**src/rtl/adc_pipe_stage_gen_pkg.sv**
```systemverilog
// adc_pipe_stage_gen_pkg
//   Shared definitions for the pipelined-ADC stage-decision generator:
//   - adc_state_e : sequencer FSM state encoding
//   - PIN_*       : one-hot pin patterns for a stage decision value
//   - decomp_t    : one code split into stage-1, stage-2 and last-stage parts
//   - pin_onehot(): decision value -> pin pattern
//   - decompose() : code -> (b1, b2, d3), canonical or redundant
package adc_pipe_stage_gen_pkg;

  typedef enum logic [1:0] {
    ST_IDLE  = 2'd0,
    ST_RUN   = 2'd1,
    ST_DRAIN = 2'd2,
    ST_DONE  = 2'd3
  } adc_state_e;

  // Pin order is not value order: the middle pin carries value 0.
  localparam logic [2:0] PIN_IDLE = 3'b000;
  localparam logic [2:0] PIN_V0   = 3'b010;
  localparam logic [2:0] PIN_V1   = 3'b001;
  localparam logic [2:0] PIN_V2   = 3'b100;

  localparam logic [2:0] MAX_CODE = 3'd7;

  typedef struct packed {
    logic [1:0] b1;  // stage-1 decision, 0..2, weight 2
    logic [1:0] b2;  // stage-2 decision, 0..2, weight 1
    logic       d3;  // last-stage bit, weight 1
  } decomp_t;

  function automatic logic [2:0] pin_onehot(input logic [1:0] v);
    logic [2:0] pins;
    case (v)
      2'd0:    pins = PIN_V0;
      2'd1:    pins = PIN_V1;
      2'd2:    pins = PIN_V2;
      default: pins = PIN_IDLE;
    endcase
    return pins;
  endfunction

  // C = 2*b1 + b2 + d3. Canonical form takes the largest b1 that fits.
  // The redundant form moves one unit of stage-1 weight down into the
  // residue whenever the residue would otherwise be 0 or 1, so the later
  // stages carry more of the code.
  function automatic decomp_t decompose(input logic [2:0] code,
                                        input logic       redun);
    decomp_t    res;
    logic [1:0] b1;
    logic [1:0] r;
    if (code >= 3'd4)      b1 = 2'd2;
    else if (code >= 3'd2) b1 = 2'd1;
    else                   b1 = 2'd0;
    // Residue never exceeds 3, so two bits hold it.
    r = 2'(code - {b1, 1'b0});
    if (redun && (b1 != 2'd0) && (r <= 2'd1)) begin
      b1 = b1 - 2'd1;
      r  = r + 2'd2;
    end
    res.b1 = b1;
    res.d3 = r[0];
    res.b2 = {r[1], 1'b0};  // r - d3 is 0 or 2
    return res;
  endfunction

endpackage

```
**src/rtl/adc_pipe_skew_line.sv**
```systemverilog
// adc_pipe_skew_line
//   Fixed-depth register delay line. dout is din delayed by DEPTH clocks.
//   All stages clear to zero on reset, so a zero-valued input doubles as
//   the idle/invalid token travelling through the line.
// Ports:
//   clock_i  : clock, rising edge
//   reset_i  : asynchronous active-low reset
//   din_i    : WIDTH-bit input
//   dout_o   : WIDTH-bit output, DEPTH cycles late
module adc_pipe_skew_line #(
  parameter int WIDTH = 1,
  parameter int DEPTH = 1
) (
  input  logic             clock_i,
  input  logic             reset_i,
  input  logic [WIDTH-1:0] din_i,
  output logic [WIDTH-1:0] dout_o
);

  logic [WIDTH-1:0] stage_q [DEPTH];
  logic [WIDTH-1:0] stage_d [DEPTH];

  always_comb begin
    stage_d[0] = din_i;
    for (int i = 1; i < DEPTH; i++) begin
      stage_d[i] = stage_q[i-1];
    end
  end

  always_ff @(posedge clock_i or negedge reset_i) begin
    if (!reset_i) begin
      for (int i = 0; i < DEPTH; i++) begin
        stage_q[i] <= '0;
      end
    end else begin
      for (int i = 0; i < DEPTH; i++) begin
        stage_q[i] <= stage_d[i];
      end
    end
  end

  assign dout_o = stage_q[DEPTH-1];

endmodule

```
**src/rtl/adc_pipe_stage_gen.sv**
```systemverilog
// adc_pipe_stage_gen
//   Generates the skewed per-stage decisions a 3-stage pipelined ADC would
//   produce for a sequence of target codes, together with a delayed copy of
//   the target code for comparison downstream.
// Ports:
//   clock_i      : clock, rising edge
//   reset_i      : asynchronous active-low reset
//   start_i      : begin a sequence (accepted only in IDLE)
//   stop_i       : abort a running sequence (effective only in RUN)
//   mode_i       : 0 = single code_i, 1 = ramp 0..7 (sampled with start_i)
//   redun_i      : 1 = redundant decomposition (sampled with start_i)
//   code_i       : target code in single mode (sampled with start_i)
//   d1_o         : stage-1 one-hot decision, slot t
//   d2_o         : stage-2 one-hot decision, slot t+1
//   d3_o         : last-stage bit, slot t+2
//   busy_o       : sequence in progress (RUN, DRAIN, DONE)
//   done_o       : one-cycle pulse at sequence end
//   expected_o   : target code, slot t+2+EXP_LAT
//   exp_valid_o  : qualifies expected_o
//   dbg_state_o  : current FSM state
//
// Output qualification: there is no backpressure. exp_valid_o is a pure
// valid strobe; expected_o is meaningful only in cycles where it is high and
// each high cycle corresponds to exactly one cycle in which a code was
// presented on d1_o. d1_o/d2_o use all-zero as their "no data" value.
module adc_pipe_stage_gen
  import adc_pipe_stage_gen_pkg::*;
#(
  parameter int HOLD    = 1,
  parameter int EXP_LAT = 2
) (
  input  logic       clock_i,
  input  logic       reset_i,
  input  logic       start_i,
  input  logic       stop_i,
  input  logic       mode_i,
  input  logic       redun_i,
  input  logic [2:0] code_i,
  output logic [2:0] d1_o,
  output logic [2:0] d2_o,
  output logic       d3_o,
  output logic       busy_o,
  output logic       done_o,
  output logic [2:0] expected_o,
  output logic       exp_valid_o,
  output logic [1:0] dbg_state_o
);

  localparam int HOLD_W    = (HOLD > 1) ? $clog2(HOLD) : 1;
  localparam int DRAIN_CYC = 2 + EXP_LAT;
  localparam int DRN_W     = $clog2(DRAIN_CYC);
  localparam logic [HOLD_W-1:0] HOLD_LAST  = HOLD_W'(HOLD - 1);
  localparam logic [DRN_W-1:0]  DRAIN_LAST = DRN_W'(DRAIN_CYC - 1);

  adc_state_e        state_q, state_d;
  logic [2:0]        code_q,  code_d;
  logic              mode_q,  mode_d;
  logic              redun_q, redun_d;
  logic [HOLD_W-1:0] hold_q,  hold_d;
  logic [DRN_W-1:0]  drain_q, drain_d;

  // ---------------------------------------------------------------------
  // Sequencer
  // ---------------------------------------------------------------------
  always_ff @(posedge clock_i or negedge reset_i) begin
    if (!reset_i) begin
      state_q <= ST_IDLE;
      code_q  <= 3'd0;
      mode_q  <= 1'b0;
      redun_q <= 1'b0;
      hold_q  <= '0;
      drain_q <= '0;
    end else begin
      state_q <= state_d;
      code_q  <= code_d;
      mode_q  <= mode_d;
      redun_q <= redun_d;
      hold_q  <= hold_d;
      drain_q <= drain_d;
    end
  end

  always_comb begin
    state_d = state_q;
    code_d  = code_q;
    mode_d  = mode_q;
    redun_d = redun_q;
    hold_d  = hold_q;
    drain_d = drain_q;
    case (state_q)
      ST_IDLE: begin
        if (start_i) begin
          state_d = ST_RUN;
          mode_d  = mode_i;
          redun_d = redun_i;
          code_d  = mode_i ? 3'd0 : code_i;
          hold_d  = '0;
        end
      end
      ST_RUN: begin
        // The code presented in the stop cycle is already on d1_o, so it
        // still completes; stop only prevents any further codes.
        if (stop_i) begin
          state_d = ST_DRAIN;
          drain_d = '0;
        end else if (hold_q == HOLD_LAST) begin
          if (!mode_q || (code_q == MAX_CODE)) begin
            state_d = ST_DRAIN;
            drain_d = '0;
          end else begin
            code_d = code_q + 3'd1;
            hold_d = '0;
          end
        end else begin
          hold_d = hold_q + 1'b1;
        end
      end
      ST_DRAIN: begin
        // Long enough for the last presented slot to leave expected_o.
        if (drain_q == DRAIN_LAST) begin
          state_d = ST_DONE;
        end else begin
          drain_d = drain_q + 1'b1;
        end
      end
      ST_DONE: begin
        state_d = ST_IDLE;
      end
      default: begin
        state_d = ST_IDLE;
      end
    endcase
  end

  // ---------------------------------------------------------------------
  // Slot datapath: decide at slot t, then skew later stages
  // ---------------------------------------------------------------------
  logic       slot_vld;
  decomp_t    dec;
  logic [2:0] d2_in;
  logic       d3_in;
  logic [3:0] exp_in;
  logic [3:0] exp_out;

  assign slot_vld = (state_q == ST_RUN);
  assign dec      = decompose(code_q, redun_q);

  assign d1_o   = slot_vld ? pin_onehot(dec.b1) : PIN_IDLE;
  assign d2_in  = slot_vld ? pin_onehot(dec.b2) : PIN_IDLE;
  assign d3_in  = slot_vld & dec.d3;
  assign exp_in = {slot_vld, (slot_vld ? code_q : 3'd0)};

  adc_pipe_skew_line #(.WIDTH(3), .DEPTH(1)) u_d2_line (
    .clock_i (clock_i),
    .reset_i (reset_i),
    .din_i   (d2_in),
    .dout_o  (d2_o)
  );

  adc_pipe_skew_line #(.WIDTH(1), .DEPTH(2)) u_d3_line (
    .clock_i (clock_i),
    .reset_i (reset_i),
    .din_i   (d3_in),
    .dout_o  (d3_o)
  );

  adc_pipe_skew_line #(.WIDTH(4), .DEPTH(2 + EXP_LAT)) u_exp_line (
    .clock_i (clock_i),
    .reset_i (reset_i),
    .din_i   (exp_in),
    .dout_o  (exp_out)
  );

  assign exp_valid_o = exp_out[3];
  assign expected_o  = exp_out[2:0];

  assign busy_o      = (state_q != ST_IDLE);
  assign done_o      = (state_q == ST_DONE);
  assign dbg_state_o = state_q;

endmodule

```
**config.mk**
```make
export PLATFORM = sky130hd
export DESIGN_NAME = adc_pipe_stage_gen
export DESIGN_NICKNAME = d
export VERILOG_FILES = /design/src/rtl/adc_pipe_stage_gen_pkg.sv /design/src/rtl/adc_pipe_skew_line.sv /design/src/rtl/adc_pipe_stage_gen.sv
export SDC_FILE = /design/constraint.sdc
export NUM_CORES = 1
export LEC_CHECK = 0
export ABC_AREA = 1
export CORE_ASPECT_RATIO = 1.25
export CORE_MARGIN = 2
export CORE_UTILIZATION = 53
export DETAILED_ROUTE_END_ITERATION = 8
export PLACE_DENSITY_LB_ADDON = 0.1
export SLEW_MARGIN = 20
export SYNTH_ARGS = -nofsm -noshare
export SYNTH_HDL_FRONTEND = slang
export SYNTH_SLANG_ARGS = --single-unit
```
**constraint.sdc**
```tcl
create_clock -name clock_i -period 4.2 [get_ports clock_i]
set_input_delay 1.26 -clock clock_i [delete_from_list [all_inputs] [get_ports clock_i]]
set_output_delay 1.26 -clock clock_i [all_outputs]
set_load 0.01 [all_outputs]
```
==> results.md <==
* Cells along the critical path: inv_1, ha_1, inv_2, nor3_1, clkdlybuf4s50_1
* Via-per-instance ratio at 5.06
* Max-cap violations at 0
* Die Footprint at 2580 µm²
* Row cnt at 18
* Routed WL at 1740 µm
* Seq/Total Area, Yosys at 58.3%
* DIE HEIGHT at 56.3 µm
* First-pass GRT wire length at 3230 µm
* Synth cell types at 22
* Vias in the first global route at 810
* Most numerous cell in the Yosys netlist: nand2_1
* Worst Path Required at 2.94 ns
* Longest Clk Path Bufs at 2
* Post-CTS setup buffers at 0
* Drt first pass iters at 4
* Syn nets at 131
* Htree depth at 1
* Setup Total Neg Slack at 0 ns
* P_leak at 0.770 nW
* Post-synth top area cell: dfrtp_1
* Hold buffer count at cts at 0
* Pwr Density at 659 nW/µm²
* FF-to-FF Start: dbg_state_o[1]
* Clk slew on worst S/H paths at 0.13 ns
* Worst Skew at 0.00530 ns
* CP arrival at 2.14 ns
* Post-CTS Resized at 0
* IO Port Bufs at 22
* Share of the synthesized area in the top cell type at 58.3%
* GPL Wtd Cong at 0.770
* Clk_lat worst skew at 0.30 ns
* Top cells by count, synth: 31 x nand2_1, 27 x dfrtp_1, 12 x inv_1
* Avg Inst Size Synth at 10.3 µm²
* Slowest cell on crit path: clkdlybuf4s50_1
* Post-synthesis instance area at 1160 µm²
* Most common flop cell mapped by yosys: dfrtp_1
* Worst setup EP type: primary output
* Largest stage delay, worst path at 0.56 ns
* Area growth from synthesis to layout at 22.5%
* DRC at 0
* Post-route minimum period at 3.40 ns
* Synthesized flop and latch total at 27
* Ant diodes at 0
* FMAX at 294 MHz
* Clock sinks at 27
* Total track usage at 16.6%
* DR vias at 799
* CTS tree: done
* Final Max Slew Viols at 0
* Worst hold path class: reg -> reg
* Setup violators final at 0
* Synth top area cells: dfrtp_1 58%, nand2_1 10%, ha_1 9.7%
* Power consumption at 0.935 mW
* Share of cells above drive strength 1 at 10.1%
* Worst-path maximum fanout at 11
* Synth warnings at 0
* DP Wirelength at 1360 µm
* Io pins at 24
* Nets@finish at 157
* Root buffer cell: clkbuf_4
* Slack of the critical path at 0.801 ns
* CP startpoint kind: flip-flop
* Pre-CTS WS at 1.15 ns
* Core area at 2030 µm²
* Peak supply drop at 0.000469 V
* Util after Layout at 70.0%
* Largest net degree at the start of global routing at 28
* Fin. Hold Viols at 0
* Status: finished, final reports clean
* Die X at 45.8 µm
* Fin crit share at 80.9%
* Initial antenna violation count at 0
* Grt ovf at 0
* WL per Instance at 11.0 µm
* Mapped Cells at 113
* Hold WS at 0.363 ns
* Iter 0 DRT Violations at 5
* Setup CP Type: reg -> out
* Initial core utilization at 57.2%
* Hold_sp: u_exp_line.stage_d[8]
* TritonCTS Buffers at 3
* Detail Route Antenna Nets at 0
* Number of fill cells at 162
* Critical path launch point: dbg_state_o[1]
* Post-synthesis async set-or-reset flop share at 100%
* RSZ-0062 raised after global routing: false
* Post-synth EDFFs at 0
==> worst max-delay path: cells and delay by family (launching register included) <==
kind          cells  cell delay (ns)
flops             1             0.44
simple gates      1             0.19
buf+inv           3             0.80
fa+ha+maj         1             0.40
==> state kept, by name, indices dropped and copies added (netlist names) <==
register            flops
drain_q                 2
u_exp_line.dout_o       4
mode_q                  1
redun_q                 1
u_exp_line.stage_d     12
u_d2_line.dout_o        2
code_q                  3
dbg_state_o             2
==> cell usage in the layout, fill, tap and decap left out, drive strengths merged, types with 2 or more instances in the layout <==
cell type / n
nand3: 5
nand2: 36
clkdlybuf4s50: 22
dfrtp: 27
nor2: 6
o21ai: 2
nand4: 2
inv: 14
ha: 9
a21oi: 2
clkbuf: 4
==> power by group <==
part / internal, mW / total [mW] / switching [mW]
Sequential: 0.350 / 0.405 / 0.0553
Clock: 0.0370 / 0.102 / 0.0652
Combinational: 0.201 / 0.428 / 0.227
==> area by class of cell <==
cell class,count,area (µm²),share of cell area (%)
clock buffer,4,26.3,1.85
tap,20,25.0,1.76
inverter,14,52.6,3.70
multi-input combinational,70,412,29.0
sequential,27,676,47.6
timing repair buffer,23,228,16.0
==> per-layer routing <==
layer	up-vias	share of wire, %	track usage [%]
met5	-	0	0
met4	0	1.4	4.90
met3	4	4.0	3.22
met2	20	53	30.2
met1	380	42	18.4
li1	395	-	-
==> worst paths after layout <==
check | end | slack [ns] | cells after the start
worst min register to register | u_exp_line.stage_d[4] | 0.36 | 0
worst max-delay path | d1_o[0] | 0.80 | 5
worst max register to register | code_q[1] | 2.63 | 9
min in group asynchronous | code_q[0] | 1.32 | 2
max in group asynchronous | u_exp_line.stage_d[5] | 2.64 | 2
worst min-delay path | u_exp_line.stage_d[4] | 0.36 | 0
==> metrics by stage <==
step	area, µm²	instances
floorplan	1160	113
global placement	1390	154
detailed placement	1390	154
CTS	1420	158
global route	1420	158
finish	1420	158
==> kinds of logic after synthesis <==
kind of cell | after synthesis | synth area share, %
AND/OR/NAND/NOR | 53 | 21.5
other | 1 | 0.324
buffers and inverters | 16 | 6.16
flip-flops | 27 | 58.3
multiplexers | 1 | 0.972
adder cells (fa/ha/maj) | 9 | 9.72
AO/OA/AOI/OAI | 6 | 3.02
Power figures use the tool's default switching activity.
